File: src/rtl/usb_pkg.sv
// Shared USB/FT601 definitions: arbiter state encoding, bus width, index helper.
package usb_pkg;

    localparam int DATA_W = 32;

    typedef enum logic {
        IDLE,
        BURST
    } arb_state_t;

    // Round-robin successor; handles non-power-of-two counts.
    function automatic int wrap_inc(input int idx, input int n);
        return (idx + 1 >= n) ? 0 : idx + 1;
    endfunction

endpackage

File: src/rtl/rr_select.sv
// Combinational round-robin picker: first asserted request at or after ptr, wrapping.
module rr_select
    import usb_pkg::*;
#(
    parameter int N    = 8,
    parameter int ID_W = $clog2(N)
) (
    input  logic [N-1:0]    req,
    input  logic [ID_W-1:0] ptr,
    output logic            found,
    output logic [ID_W-1:0] idx
);

    int j;

    always_comb begin
        found = 1'b0;
        idx   = '0;
        j     = 0;
        for (int k = 0; k < N; k++) begin
            j = int'(ptr) + k;
            if (j >= N) begin
                j = j - N;
            end
            if (!found && req[j[ID_W-1:0]]) begin
                found = 1'b1;
                idx   = ID_W'(j);
            end
        end
    end

endmodule

File: src/rtl/usb_tx_arbiter.sv
// Round-robin burst arbiter from peripheral FWFT TX FIFOs into a single
// registered output slot feeding the FT601 write path.
module usb_tx_arbiter
    import usb_pkg::*;
#(
    parameter int NUM_PERIPH = 8,
    parameter int DATA_W     = usb_pkg::DATA_W,
    parameter int MAX_BURST  = 16,
    localparam int ID_W      = $clog2(NUM_PERIPH)
) (
    input  logic                         clk,
    input  logic                         rst,
    input  logic [NUM_PERIPH-1:0]        fifo_init_done,
    input  logic [NUM_PERIPH-1:0]        fifo_empty,
    input  logic [NUM_PERIPH*DATA_W-1:0] fifo_data,
    output logic [NUM_PERIPH-1:0]        fifo_rd_en,
    output logic [DATA_W-1:0]            tx_data,
    output logic                         periph_data_available,
    input  logic                         read_periph_data,
    output logic                         periph_ready,
    output logic [ID_W-1:0]              grant_id
);

    localparam int CNT_W = $clog2(MAX_BURST + 1);

    arb_state_t      state, state_next;
    logic [ID_W-1:0] rr_ptr, rr_ptr_next, grant_next, sel_idx;
    logic [CNT_W-1:0] burst_cnt, burst_cnt_next;
    logic            slot_pop, slot_free, sel_found, do_load;

    // The slot can refill in the same cycle it is drained, sustaining 1 word/cycle.
    assign slot_pop  = read_periph_data && periph_data_available;
    assign slot_free = !periph_data_available || slot_pop;

    rr_select #(
        .N   (NUM_PERIPH),
        .ID_W(ID_W)
    ) u_rr_select (
        .req  (~fifo_empty),
        .ptr  (rr_ptr),
        .found(sel_found),
        .idx  (sel_idx)
    );

    always_ff @(posedge clk or posedge rst) begin
        if (rst) begin
            state     <= IDLE;
            rr_ptr    <= '0;
            grant_id  <= '0;
            burst_cnt <= '0;
        end else begin
            state     <= state_next;
            rr_ptr    <= rr_ptr_next;
            grant_id  <= grant_next;
            burst_cnt <= burst_cnt_next;
        end
    end

    always_comb begin
        state_next     = state;
        rr_ptr_next    = rr_ptr;
        grant_next     = grant_id;
        burst_cnt_next = burst_cnt;
        if (!periph_ready) begin
            state_next = IDLE;
        end else begin
            case (state)
                IDLE: begin
                    if (sel_found) begin
                        grant_next     = sel_idx;
                        burst_cnt_next = '0;
                        state_next     = BURST;
                    end
                end
                BURST: begin
                    if (slot_free) begin
                        if (fifo_empty[grant_id]) begin
                            state_next  = IDLE;
                            rr_ptr_next = ID_W'(wrap_inc(int'(grant_id), NUM_PERIPH));
                        end else begin
                            burst_cnt_next = burst_cnt + 1'b1;
                            if (burst_cnt == CNT_W'(MAX_BURST - 1)) begin
                                state_next  = IDLE;
                                rr_ptr_next = ID_W'(wrap_inc(int'(grant_id), NUM_PERIPH));
                            end
                        end
                    end
                end
                default: state_next = IDLE;
            endcase
        end
    end

    always_comb begin
        do_load              = periph_ready && (state == BURST) && slot_free && !fifo_empty[grant_id];
        fifo_rd_en           = '0;
        fifo_rd_en[grant_id] = do_load;
    end

    // Output slot and init-status aggregation.
    always_ff @(posedge clk or posedge rst) begin
        if (rst) begin
            tx_data               <= '0;
            periph_data_available <= 1'b0;
            periph_ready          <= 1'b0;
        end else begin
            periph_ready <= &fifo_init_done;
            if (do_load) begin
                tx_data               <= fifo_data[int'(grant_id)*DATA_W +: DATA_W];
                periph_data_available <= 1'b1;
            end else if (slot_pop) begin
                periph_data_available <= 1'b0;
            end
        end
    end

endmodule

File: config.mk
export PLATFORM = sky130hd
export DESIGN_NAME = usb_tx_arbiter
export DESIGN_NICKNAME = d
export VERILOG_FILES = /design/src/rtl/usb_pkg.sv /design/src/rtl/rr_select.sv /design/src/rtl/usb_tx_arbiter.sv
export SDC_FILE = /design/constraint.sdc
export NUM_CORES = 1
export LEC_CHECK = 0
export ABC_AREA = 1
export CAP_MARGIN = 20
export CORE_AREA = 3 3 123 125
export CTS_CLUSTER_SIZE = 12
export DETAILED_ROUTE_END_ITERATION = 6
export DIE_AREA = 0 0 126 128
export GPL_TIMING_DRIVEN = 0
export PLACE_DENSITY = 0.72
export SLEW_MARGIN = 15
export SYNTH_ARGS = -nofsm -noshare
export SYNTH_HDL_FRONTEND = slang
export SYNTH_SLANG_ARGS = --single-unit
File: constraint.sdc
create_clock -name clk -period 3.6 [get_ports clk]
set_clock_uncertainty 0.1 [all_clocks]
set_input_delay 0.72 -clock clk [delete_from_list [all_inputs] [get_ports clk]]
set_output_delay 0.72 -clock clk [all_outputs]
set_load 0.1 [all_outputs]
==> results.md <==
- Total grt overflow: 0
- DP HPWL: between 20000 and 25000 um
- Synth-to-layout area growth: 88.19%
- Worst Path Arrival: 2.67 ns
- Vias in the first global route: slightly above 6000
- Share of post-route cells with drive strength above 1: 0.06381
- Synth Area per Inst: 6.239 um2
- Final Hold Viols: 0
- Top post-synthesis cells by count: nand2_1, inv_1, dfrtp_1, nand3_1, a221oi_1
- Crit path to: fifo_rd_en[3]
- Max Fanout on Critical Path: 14
- Largest area contributor in the netlist: dfrtp_1
- Drt via density: ~5.3
- Core ar.: approximately 14000 um2
- H-tree levels: 2
- Clk Latency, worst-skew pair: a little under 0.3 ns
- Number of I/O port buffers: ~320
- Pins Over Slew Limit: 0
- Post-Synth Simple-Gate Area: 0.4097
- Final period utilization: 0.9692
- Worst Setup SP: grant_id[0]$_DFFE_PP0P_
- ANT nets after route: 0
- DIE AREA: ~16000 um2
- Syn_nets: about 950
- Final-report setup violation count: 0
- Cell Area, Placed: 7707 um2
- Drc violations: 0
- Largest family of logic cells by synthesized area: simple AND/OR/NAND/NOR gates
- Diode count: 0
- Worst EP required: between 2 and 3 ns
- Critical-path top delay cell: dfrtp_2
- Total power per unit cell area: 205.9 nW/um2
- Routed via count: between 6000 and 7000
- Worst-path clk slew: around 0.07 ns
- Share of the synthesized area in the top cell type: 0.2737
- Initial core utilization: 0.3006
- Drt initial violations: roughly 570
- Reg2Reg Depth: 14
- Most area-consuming cells after synthesis: dfrtp_1, nand2_1, a221oi_1, nand3_1, inv_1
- Gr usage total: 0.3123
- RR Endpoint: grant_id[0]$_DFFE_PP0P_
- Startpoint Class: flop
- HP Class: reg -> reg
- Number of fill cells: approximately 1400
- TritonCTS clock tree: built
- Critical Path Max Stage Delay: 0.44 ns
- Minimum hold slack: about 0.37 ns
- First-pass GRT wire length: approximately 38000 um
- Largest net degree at the start of global routing: 25
- Mux share of post-synthesis cell area: 0
- Layout Nets: around 1300
- Synth Area in Compound Gates: 0.1919
- Min Tclk post-route: about 3.5 ns
- IO Pins: 320
- Leakage power: around 3.5 nW
- Synth Area in XOR/XNOR: 0.01041
- Site Rows: 43
- Dominant synthesized flop cell: dfrtp_1
- Num CTS Buffers: 5
- Worst r2r src: rr_ptr[0]$_DFFE_PP0P_
- Die H: roughly 130 um
- Register area share after synthesis: 0.2737
- Synth Warn #: 0
- Slew HR: 0.2596
- CP endpoint kind: primary output
- Fraction of registers with async set/reset: 1.000
- Fmax: 286.6 MHz
- Yosys cell types: 31
- Synth Register Bits: 46
- Run status: finished clean
- Synth Cell Area: between 4000 and 5000 um2
- Initial antenna violation count: 3
- Clock root buffer: clkbuf_16
- Post-route cell area: 7914 um2
- Worst Tran Pin Value: ~1.1 ns
- Tot Pwr: approximately 1.6 mW
- EDFF count, synth: 0
- CP Class: reg -> out
- DIE WIDTH: 126 um
- Routed WL: approximately 27000 um
- Max-cap violations: 0
- Adder-cell share of the synthesized area: 0.01488
- Syn Inst Count: between 600 and 700
- CTS Sinks: 46
- Drt pass-1 iters: 7
- Clock Path Buffers: 2
- Peak VDD IR: between 0.15 and 0.2 mV
- DR WL/cell: roughly 22 um
- R2R Setup Slk: around 0.60 ns
- Cell chain of the critical path: buf_2 > nand3_2 > inv_2 > nand2_1 > nand2_1 > a221oi_2 > nand4_1 > nor2_4 > inv_4 > nor2_4 > buf_6
- RSZ-0062 raised after global routing: no
- Top-count cell post-synth: nand2_1
- Global placement routability congestion: approximately 0.99
## per-stage QoR
step           instances  TNS [ns]  utilization  setup slack (ns)
5_1_grt             1183         0       0.5657          0.005310
3_3_place_gp        1173    -8.333       0.5496            -1.062
2_1_floorplan        674         0            -           0.08220
3_5_place_dp        1174    -8.284       0.5510            -1.046
6_report            1183         0       0.5657            0.1110
4_1_cts             1182         0       0.5635           0.01637
## worst max-delay path, delay by kind of cell, from the launching register on
kind                   cells  cell delay [ns]
buffers and inverters      4             0.77
and+or+nand+nor            6             0.87
DFF                        1             0.44
AOI/OAI and AO/OA          1             0.28
## report_power, final
part / internal, mW / total (mW) / switching (mW) / leakage (nW)
Combinational: 0.355 / 0.635 / 0.280 / 2.82
Clock: 0.258 / 0.471 / 0.212 / 0.0708
Sequential: 0.519 / 0.524 / 0.00457 / 0.635
Total: 1.13 / 1.63 / 0.497 / 3.52
## cells by family after synthesis
group | count (synthesis)
and+or+nand+nor | 409
AOI/OAI and AO/OA | 105
buffers and inverters | 104
DFF | 46
xor gates and xnor gates | 5
adders and majority gates | 5
## cell usage in the layout (no fill, tap or decap), types with 15 or more instances in the layout
cell	instances
a221oi_1	32
nor2_1	22
a22oi_1	24
clkbuf_1	18
inv_1	59
clkdlybuf4s50_1	311
nand2_1	293
o21ai_0	15
nand3_1	44
nand4_1	29
dfrtp_1	43
## worst min-delay path by stage
stage | start | end | slack [ns] | cells past startpoint
after floorplan | burst_cnt[4]$_DFFE_PP0P_ | burst_cnt[4]$_DFFE_PP0P_ | 0.34 | 2
after global placement | tx_data[31]$_DFFE_PP0P_ | tx_data[31]$_DFFE_PP0P_ | 0.35 | 2
after detailed placement | tx_data[0]$_DFFE_PP0P_ | tx_data[0]$_DFFE_PP0P_ | 0.36 | 2
after CTS | tx_data[24]$_DFFE_PP0P_ | tx_data[24]$_DFFE_PP0P_ | 0.37 | 2
after global routing | tx_data[18]$_DFFE_PP0P_ | tx_data[18]$_DFFE_PP0P_ | 0.40 | 2
final | tx_data[8]$_DFFE_PP0P_ | tx_data[8]$_DFFE_PP0P_ | 0.37 | 2
## state kept, by name, summed over array words and instances, names as in the netlist
signal	flops
state	1
periph_ready	1
periph_data_available	1
rr_ptr	3
grant_id	3
tx_data	32
burst_cnt	5
## routing by layer
| layer | GRT usage | wire (um) | up-vias |
|---|---|---|---|
| li1 | - | - | 2932 |
| met1 | 0.3959 | 10710 | 2882 |
| met2 | 0.5218 | 12470 | 397 |
| met3 | 0.09333 | 2772 | 43 |
| met4 | 0.07950 | 578 | 6 |
| met5 | 0 | 45 | - |
## area by class of cell
type / instances / area (um2) / share of cell area
Tap cell: 180 / 225.2 / 0.02846
Clock buffer: 6 / 128.9 / 0.01628
Clock inverter: 2 / 13.76 / 0.001739
Inverter: 68 / 257.7 / 0.03257
Sequential cell: 46 / 1155 / 0.1459
Timing Repair Buffer: 322 / 3253 / 0.4111
Multi-Input combinational cell: 524 / 2719 / 0.3436
Buffer: 35 / 161.4 / 0.02040
## what timing repair did
item / in CTS / in global routing
pin swaps: 1 / 1
hold buffers: 0 / 0
setup endpoints to repair: 8 / 8
resized for setup: 61 / 9
buffers inserted: 1 / 1
No activity file was read; power rests on OpenSTA's default activity.
